File: config.mk
export PLATFORM = sky130hd
export DESIGN_NAME = pipe_stage_reg_flat
export DESIGN_NICKNAME = d
export VERILOG_FILES = /design/src/rtl/pipe_stage_reg_if.sv /design/src/rtl/pipe_stage_reg.sv /design/src/flat_wrapper.sv
export SDC_FILE = /design/constraint.sdc
export NUM_CORES = 1
export LEC_CHECK = 0
export CAP_MARGIN = 20
export CORE_MARGIN = 1
export CORE_UTILIZATION = 44
export CTS_BUF_LIST = sky130_fd_sc_hd__clkbuf_8
export DETAILED_ROUTE_END_ITERATION = 12
export PLACE_DENSITY = 0.95
export SLEW_MARGIN = 20
export SYNTH_ARGS = -nofsm -noshare
export SYNTH_HDL_FRONTEND = slang
export SYNTH_SLANG_ARGS = --single-unit
File: constraint.sdc
create_clock -name clk -period 1.8 [get_ports clk]
set_input_delay 0.27 -clock clk [delete_from_list [all_inputs] [get_ports clk]]
set_output_delay 0.27 -clock clk [all_outputs]
set_load 0.05 [all_outputs]
File: src/rtl/pipe_stage_reg_if.sv
// Handshake/bus bundle for pipe_stage_reg. The slave modport is the register, the master modport the driver.
// Macro PIPE_STAGE_BUBBLE_CNT_EN adds cnt_clear_i / bubble_count_o.
interface pipe_stage_reg_if #(
    parameter int DATA_W = 32,
    parameter int CTRL_W = 16,
    parameter int DEPTH  = 1
);
    localparam int OCC_W = $clog2(DEPTH + 1);

    logic              stall_i;
    logic              flush_i;
    logic              valid_i;
    logic [CTRL_W-1:0] ctrl_i;
    logic [DATA_W-1:0] data_i;
    logic              valid_o;
    logic [CTRL_W-1:0] ctrl_o;
    logic [DATA_W-1:0] data_o;
    logic [OCC_W-1:0]  occupancy_o;
`ifdef PIPE_STAGE_BUBBLE_CNT_EN
    logic              cnt_clear_i;
    logic [15:0]       bubble_count_o;

    modport master (
        output stall_i, flush_i, valid_i, ctrl_i, data_i, cnt_clear_i,
        input  valid_o, ctrl_o, data_o, occupancy_o, bubble_count_o
    );
    modport slave (
        input  stall_i, flush_i, valid_i, ctrl_i, data_i, cnt_clear_i,
        output valid_o, ctrl_o, data_o, occupancy_o, bubble_count_o
    );
`else
    modport master (
        output stall_i, flush_i, valid_i, ctrl_i, data_i,
        input  valid_o, ctrl_o, data_o, occupancy_o
    );
    modport slave (
        input  stall_i, flush_i, valid_i, ctrl_i, data_i,
        output valid_o, ctrl_o, data_o, occupancy_o
    );
`endif
endinterface

File: src/rtl/pipe_stage_reg.sv
// Parametrised inter-stage pipeline register: DEPTH slots of {valid, ctrl, data} with stall and flush.
// Optional bubble counter enabled by macro PIPE_STAGE_BUBBLE_CNT_EN.
module pipe_stage_reg #(
    parameter int DATA_W = 32,
    parameter int CTRL_W = 16,
    parameter int DEPTH  = 1,
    localparam int OCC_W = $clog2(DEPTH + 1)
) (
    input  logic            clk,
    input  logic            rst_n,
    pipe_stage_reg_if.slave bus
);

    logic [DEPTH-1:0]  valid_q;
    logic [DEPTH-1:0]  valid_d;
    logic [CTRL_W-1:0] ctrl_q [DEPTH];
    logic [CTRL_W-1:0] ctrl_d [DEPTH];
    logic [DATA_W-1:0] data_q [DEPTH];
    logic [DATA_W-1:0] data_d [DEPTH];

    function automatic logic [OCC_W-1:0] popcount(input logic [DEPTH-1:0] v);
        logic [OCC_W-1:0] cnt;
        cnt = {OCC_W{1'b0}};
        for (int i = 0; i < DEPTH; i++) begin
            cnt = cnt + OCC_W'(v[i]);
        end
        return cnt;
    endfunction

    // Next slot contents: flush beats stall beats shift
    always_comb begin
        valid_d = valid_q;
        for (int i = 0; i < DEPTH; i++) begin
            ctrl_d[i] = ctrl_q[i];
            data_d[i] = data_q[i];
        end
        if (bus.flush_i) begin
            // Bubbles keep their data; only valid and control are killed
            valid_d = {DEPTH{1'b0}};
            for (int i = 0; i < DEPTH; i++) begin
                ctrl_d[i] = {CTRL_W{1'b0}};
            end
        end else if (bus.stall_i) begin
            valid_d = valid_q;
        end else begin
            valid_d[0] = bus.valid_i;
            ctrl_d[0]  = bus.valid_i ? bus.ctrl_i : {CTRL_W{1'b0}};
            data_d[0]  = bus.data_i;
            for (int i = 1; i < DEPTH; i++) begin
                valid_d[i] = valid_q[i-1];
                ctrl_d[i]  = ctrl_q[i-1];
                data_d[i]  = data_q[i-1];
            end
        end
    end

    // Slot storage
    always_ff @(posedge clk or negedge rst_n) begin
        if (!rst_n) begin
            valid_q <= {DEPTH{1'b0}};
            for (int i = 0; i < DEPTH; i++) begin
                ctrl_q[i] <= {CTRL_W{1'b0}};
                data_q[i] <= {DATA_W{1'b0}};
            end
        end else begin
            valid_q <= valid_d;
            for (int i = 0; i < DEPTH; i++) begin
                ctrl_q[i] <= ctrl_d[i];
                data_q[i] <= data_d[i];
            end
        end
    end

    assign bus.valid_o     = valid_q[DEPTH-1];
    assign bus.ctrl_o      = ctrl_q[DEPTH-1];
    assign bus.data_o      = data_q[DEPTH-1];
    assign bus.occupancy_o = popcount(valid_q);

`ifdef PIPE_STAGE_BUBBLE_CNT_EN
    logic [15:0] bub_cnt_q;
    logic [15:0] bub_cnt_d;

    // Count unstalled edges that emit a bubble, saturating at all-ones
    always_comb begin
        bub_cnt_d = bub_cnt_q;
        if (bus.cnt_clear_i) begin
            bub_cnt_d = 16'h0000;
        end else if (!bus.stall_i && !valid_q[DEPTH-1] && (bub_cnt_q != 16'hFFFF)) begin
            bub_cnt_d = bub_cnt_q + 16'h0001;
        end else begin
            bub_cnt_d = bub_cnt_q;
        end
    end

    // Bubble counter storage
    always_ff @(posedge clk or negedge rst_n) begin
        if (!rst_n) begin
            bub_cnt_q <= 16'h0000;
        end else begin
            bub_cnt_q <= bub_cnt_d;
        end
    end

    assign bus.bubble_count_o = bub_cnt_q;
`endif

endmodule

File: src/flat_wrapper.sv
// flat-port wrapper written by rule: the top's interface ports become plain ports
module pipe_stage_reg_flat 
#(
    parameter int DATA_W = 32,
    parameter int CTRL_W = 16,
    parameter int DEPTH  = 1,
    localparam int OCC_W = $clog2(DEPTH + 1)
)
  (clk, rst_n, bus_stall_i, bus_flush_i, bus_valid_i, bus_ctrl_i, bus_data_i, bus_valid_o, bus_ctrl_o, bus_data_o, bus_occupancy_o);
  pipe_stage_reg_if #(.DATA_W(DATA_W), .CTRL_W(CTRL_W), .DEPTH(DEPTH)) bus_i ();
  input  logic clk;
  input  logic rst_n;
  input wire logic [$bits(bus_i.stall_i)-1:0] bus_stall_i;
  input wire logic [$bits(bus_i.flush_i)-1:0] bus_flush_i;
  input wire logic [$bits(bus_i.valid_i)-1:0] bus_valid_i;
  input wire logic [$bits(bus_i.ctrl_i)-1:0] bus_ctrl_i;
  input wire logic [$bits(bus_i.data_i)-1:0] bus_data_i;
  output wire logic [$bits(bus_i.valid_o)-1:0] bus_valid_o;
  output wire logic [$bits(bus_i.ctrl_o)-1:0] bus_ctrl_o;
  output wire logic [$bits(bus_i.data_o)-1:0] bus_data_o;
  output wire logic [$bits(bus_i.occupancy_o)-1:0] bus_occupancy_o;
  assign bus_i.stall_i = bus_stall_i;
  assign bus_i.flush_i = bus_flush_i;
  assign bus_i.valid_i = bus_valid_i;
  assign bus_i.ctrl_i = bus_ctrl_i;
  assign bus_i.data_i = bus_data_i;
  assign bus_valid_o = bus_i.valid_o;
  assign bus_ctrl_o = bus_i.ctrl_o;
  assign bus_data_o = bus_i.data_o;
  assign bus_occupancy_o = bus_i.occupancy_o;
  pipe_stage_reg #(.DATA_W(DATA_W), .CTRL_W(CTRL_W), .DEPTH(DEPTH)) u_core (.clk(clk), .rst_n(rst_n), .bus(bus_i));
endmodule
==> results.md <==
* Fraction of layout cells with a size suffix above 1 at 22.1%
* Gate count of the mapped netlist at 114
* Largest net degree at the start of global routing at 31
* Leakage power summed over all cells at 1.47 nW
* Clock-pin slew on the worst setup and hold paths at 0.08 ns
* Pin slew with the least headroom to its limit at 0.591 ns
* Period utilisation layout at 97.4%
* Most used cells in the layout excluding fill and tap cells: 88 x sky130_fd_sc_hd__clkdlybuf4s50_1, 49 x sky130_fd_sc_hd__dfrtp_1, 26 x sky130_fd_sc_hd__mux2_4
* Pwr dens at 987 mW/mm2
* Worst slew margin relative to its limit at 60.4%
* Crit-path slowest cell: sky130_fd_sc_hd__clkdlybuf4s50_1
* Cell class contributing the biggest share of worst-path delay: buffers and inverters
* Pre-antenna DRT Iters at 4
* Leading cell type in the layout, fill and taps excluded: sky130_fd_sc_hd__clkdlybuf4s50_1
* Unique masters post-synth at 15
* Number of clock buffers inserted by TritonCTS at 5
* Post-CTS setup buffer count at 0
* Max-slew violation count at 0
* Port-buffer cells at between 100 and 150
* Die Height at 68.9 um
* RSZ-0062 raised after global routing: no
* Initial standard-cell utilization of the core at a little under half
* Clock tree from TritonCTS: yes
* Launching instance or port of the critical path: u_core.bus.valid_o
* Placed wire-length estimate at 3470 um
* Worst Path Buf+Inv at 1
* Max VDD drop at 0.746 mV
* Average vias per placed instance at 5.02
* Placeable core area at 0.00414 mm2
* Maximum frequency from static timing analysis at between 500 and 600 MHz
* Internal power of the cells at 2.12 mW
* Die area at 0.00474 mm2
* WL/cell at ~17 um
* Class of the worst hold path: primary input to asynchronous set/reset pin
* Average cell area after synthesis at 17.3 um2
* Startpoint of the lowest-slack register-to-register path: u_core.bus.data_o[25]
* Total Nets Final at 274
* Clock skew at 0 ns
* Diodes inserted at 0
* Req. time, crit path at 1.53 ns
* Arrival @ worst endpoint at between 1 and 1.5 ns
* Clock power frac at about a quarter
* CTS sink cnt at 49
* Layout fillers at 260
* Sequential group share of total power at between 40% and 50%
* Switching share of total power at between 30% and 40%
* Share of power burned in combinational logic at 33.9%
* Capturing element type of the critical path: output pin
* Maximum cell stage delay along the critical path at 0.81 ns
* Max capacitance violation total at 0
* H-tree depth reported by CTS at 2
* Worst hold slack at 0.450 ns
* Via total after detailed routing at 1366
* Grt total ovfl at 0
* Routability Congestion at approximately 0.84
* Time the worst path needs with I/O delays and setup at 1.75 ns
* Sequential fraction of the synthesis area at 62.3%
* Syn Std Cell Area at 0.00197 mm2
* YS warnings at 0
* Final setup violating endpoints at 0
* Total Power Consumption at between 3 and 4 mW
* Wire length reported by the detailed router at 4600 um
* Number of violations reported at the end of detailed-routing iteration 0 at 64
* Crit-path cells: clkdlybuf4s50_1
* Initial antenna violation count at 0
* CTS max path bufs at 2
* Status: complete, no violations
* Total routing usage reported by global routing at 19.7%
* Sum of negative setup slack at 0 ns
* Site row count at 23
* Worst-path maximum fanout at 3
* Number of routed nets with antenna violations at 0
* Class of the most critical setup path: flop to output pin
* Clock latency on the worst-skew pair at 0.29 ns
* Type of origin of the critical path: flop
* Synth-to-layout area growth at 61.9%
* Total nets after synthesis at 167
* Vias in the first global route at 1399
* I/O pin total at 103
* Switching power of the nets at 1.02 mW
* Hold Vio Cnt, Final at 0
* Width of the die at 68.9 um
* Yosys reg bits at 49
* Global-route wire length before repair at 6570 um
* Post-route DRC at 0
* Master cell of the clock root buffer: sky130_fd_sc_hd__clkbuf_8
[cell type report]
| type | count | area, um2 | share of cell area (%) |
|---|---|---|---|
| sequential | 49 | 1230 | 38.5 |
| timing repair buffer | 109 | 1110 | 34.7 |
| clock buffer | 6 | 82.6 | 2.59 |
| multi-input combinational | 56 | 673 | 21.1 |
| tap | 50 | 62.6 | 1.96 |
| clock inverter | 2 | 33.8 | 1.06 |
[stage by stage]
| step | util (%) | setup slack [ns] | std cells | area [um2] |
|---|---|---|---|---|
| after global placement | 73.4 | 0.122 | 263 | 3040 |
| final | 76.8 | 0.0462 | 272 | 3180 |
| after floorplan | - | 0.617 | 114 | 1970 |
| after global routing | 76.8 | 0.00292 | 272 | 3180 |
| after CTS | 76.5 | 0.00896 | 272 | 3170 |
| after detailed placement | 73.4 | 0.0538 | 263 | 3040 |
[logic make-up after synthesis]
| family | after synthesis | synth area share (%) |
|---|---|---|
| buffers and inverters | 9 | 3.43 |
| AO/OA/AOI/OAI | 16 | 7.63 |
| multiplexers | 33 | 23.8 |
| AND/OR/NAND/NOR | 7 | 2.80 |
| flip-flops | 49 | 62.3 |
[state kept, by name, indices dropped and copies added (netlist names)]
signal	flops
u_core.bus.ctrl_o	16
u_core.bus.data_o	32
u_core.bus.valid_o	1
[power groups by stage]
stage	clock network (mW)	registers [mW]	logic (mW)
floorplan	0	1.74	0.214
global placement	0	1.30	1.06
detailed placement	0	1.31	1.07
CTS	0.804	1.29	1.08
global route	0.850	1.31	1.11
finish	0.782	1.29	1.07
[cells in the mapped netlist (all sizes together)]
master	count	area, um2
buf	8	63.8
mux2	32	458
nor2	2	23.8
clkbuf	1	3.75
a32o	14	140
nor2b	1	8.76
nand2	2	7.51
dfrtp	49	1230
a21oi	2	10.0
nand3b	2	15.0
mux2i	1	10.0
[final timing paths]
path / to / slack (ns) / depth (start not counted)
min in group clk: u_core.bus.ctrl_o[9] / 0.50 / 1
min reg2reg: u_core.bus.ctrl_o[9] / 0.50 / 1
min: u_core.bus.data_o[12] / 0.45 / 2
max in group asynchronous: u_core.bus.valid_o / 0.85 / 3
max: bus_occupancy_o / 0.05 / 1
max reg2reg: u_core.bus.data_o[25] / 0.99 / 1
[per-layer routing]
metal / wire [um] / global-route usage (%) / up-vias
met3: 389 / 8.06 / 4
met1: 1810 / 23.6 / 672
met5: 0 / 0 / -
met4: 38 / 5.36 / 0
li1: - / - / 627
met2: 2360 / 32.6 / 63
[timing repair]
action,in CTS,in global routing
gates resized for setup,0,6
hold buffers,1,0
endpoints found under the setup margin,0,6
endpoints found under the hold margin,19,0
Power figures use the tool's default switching activity.
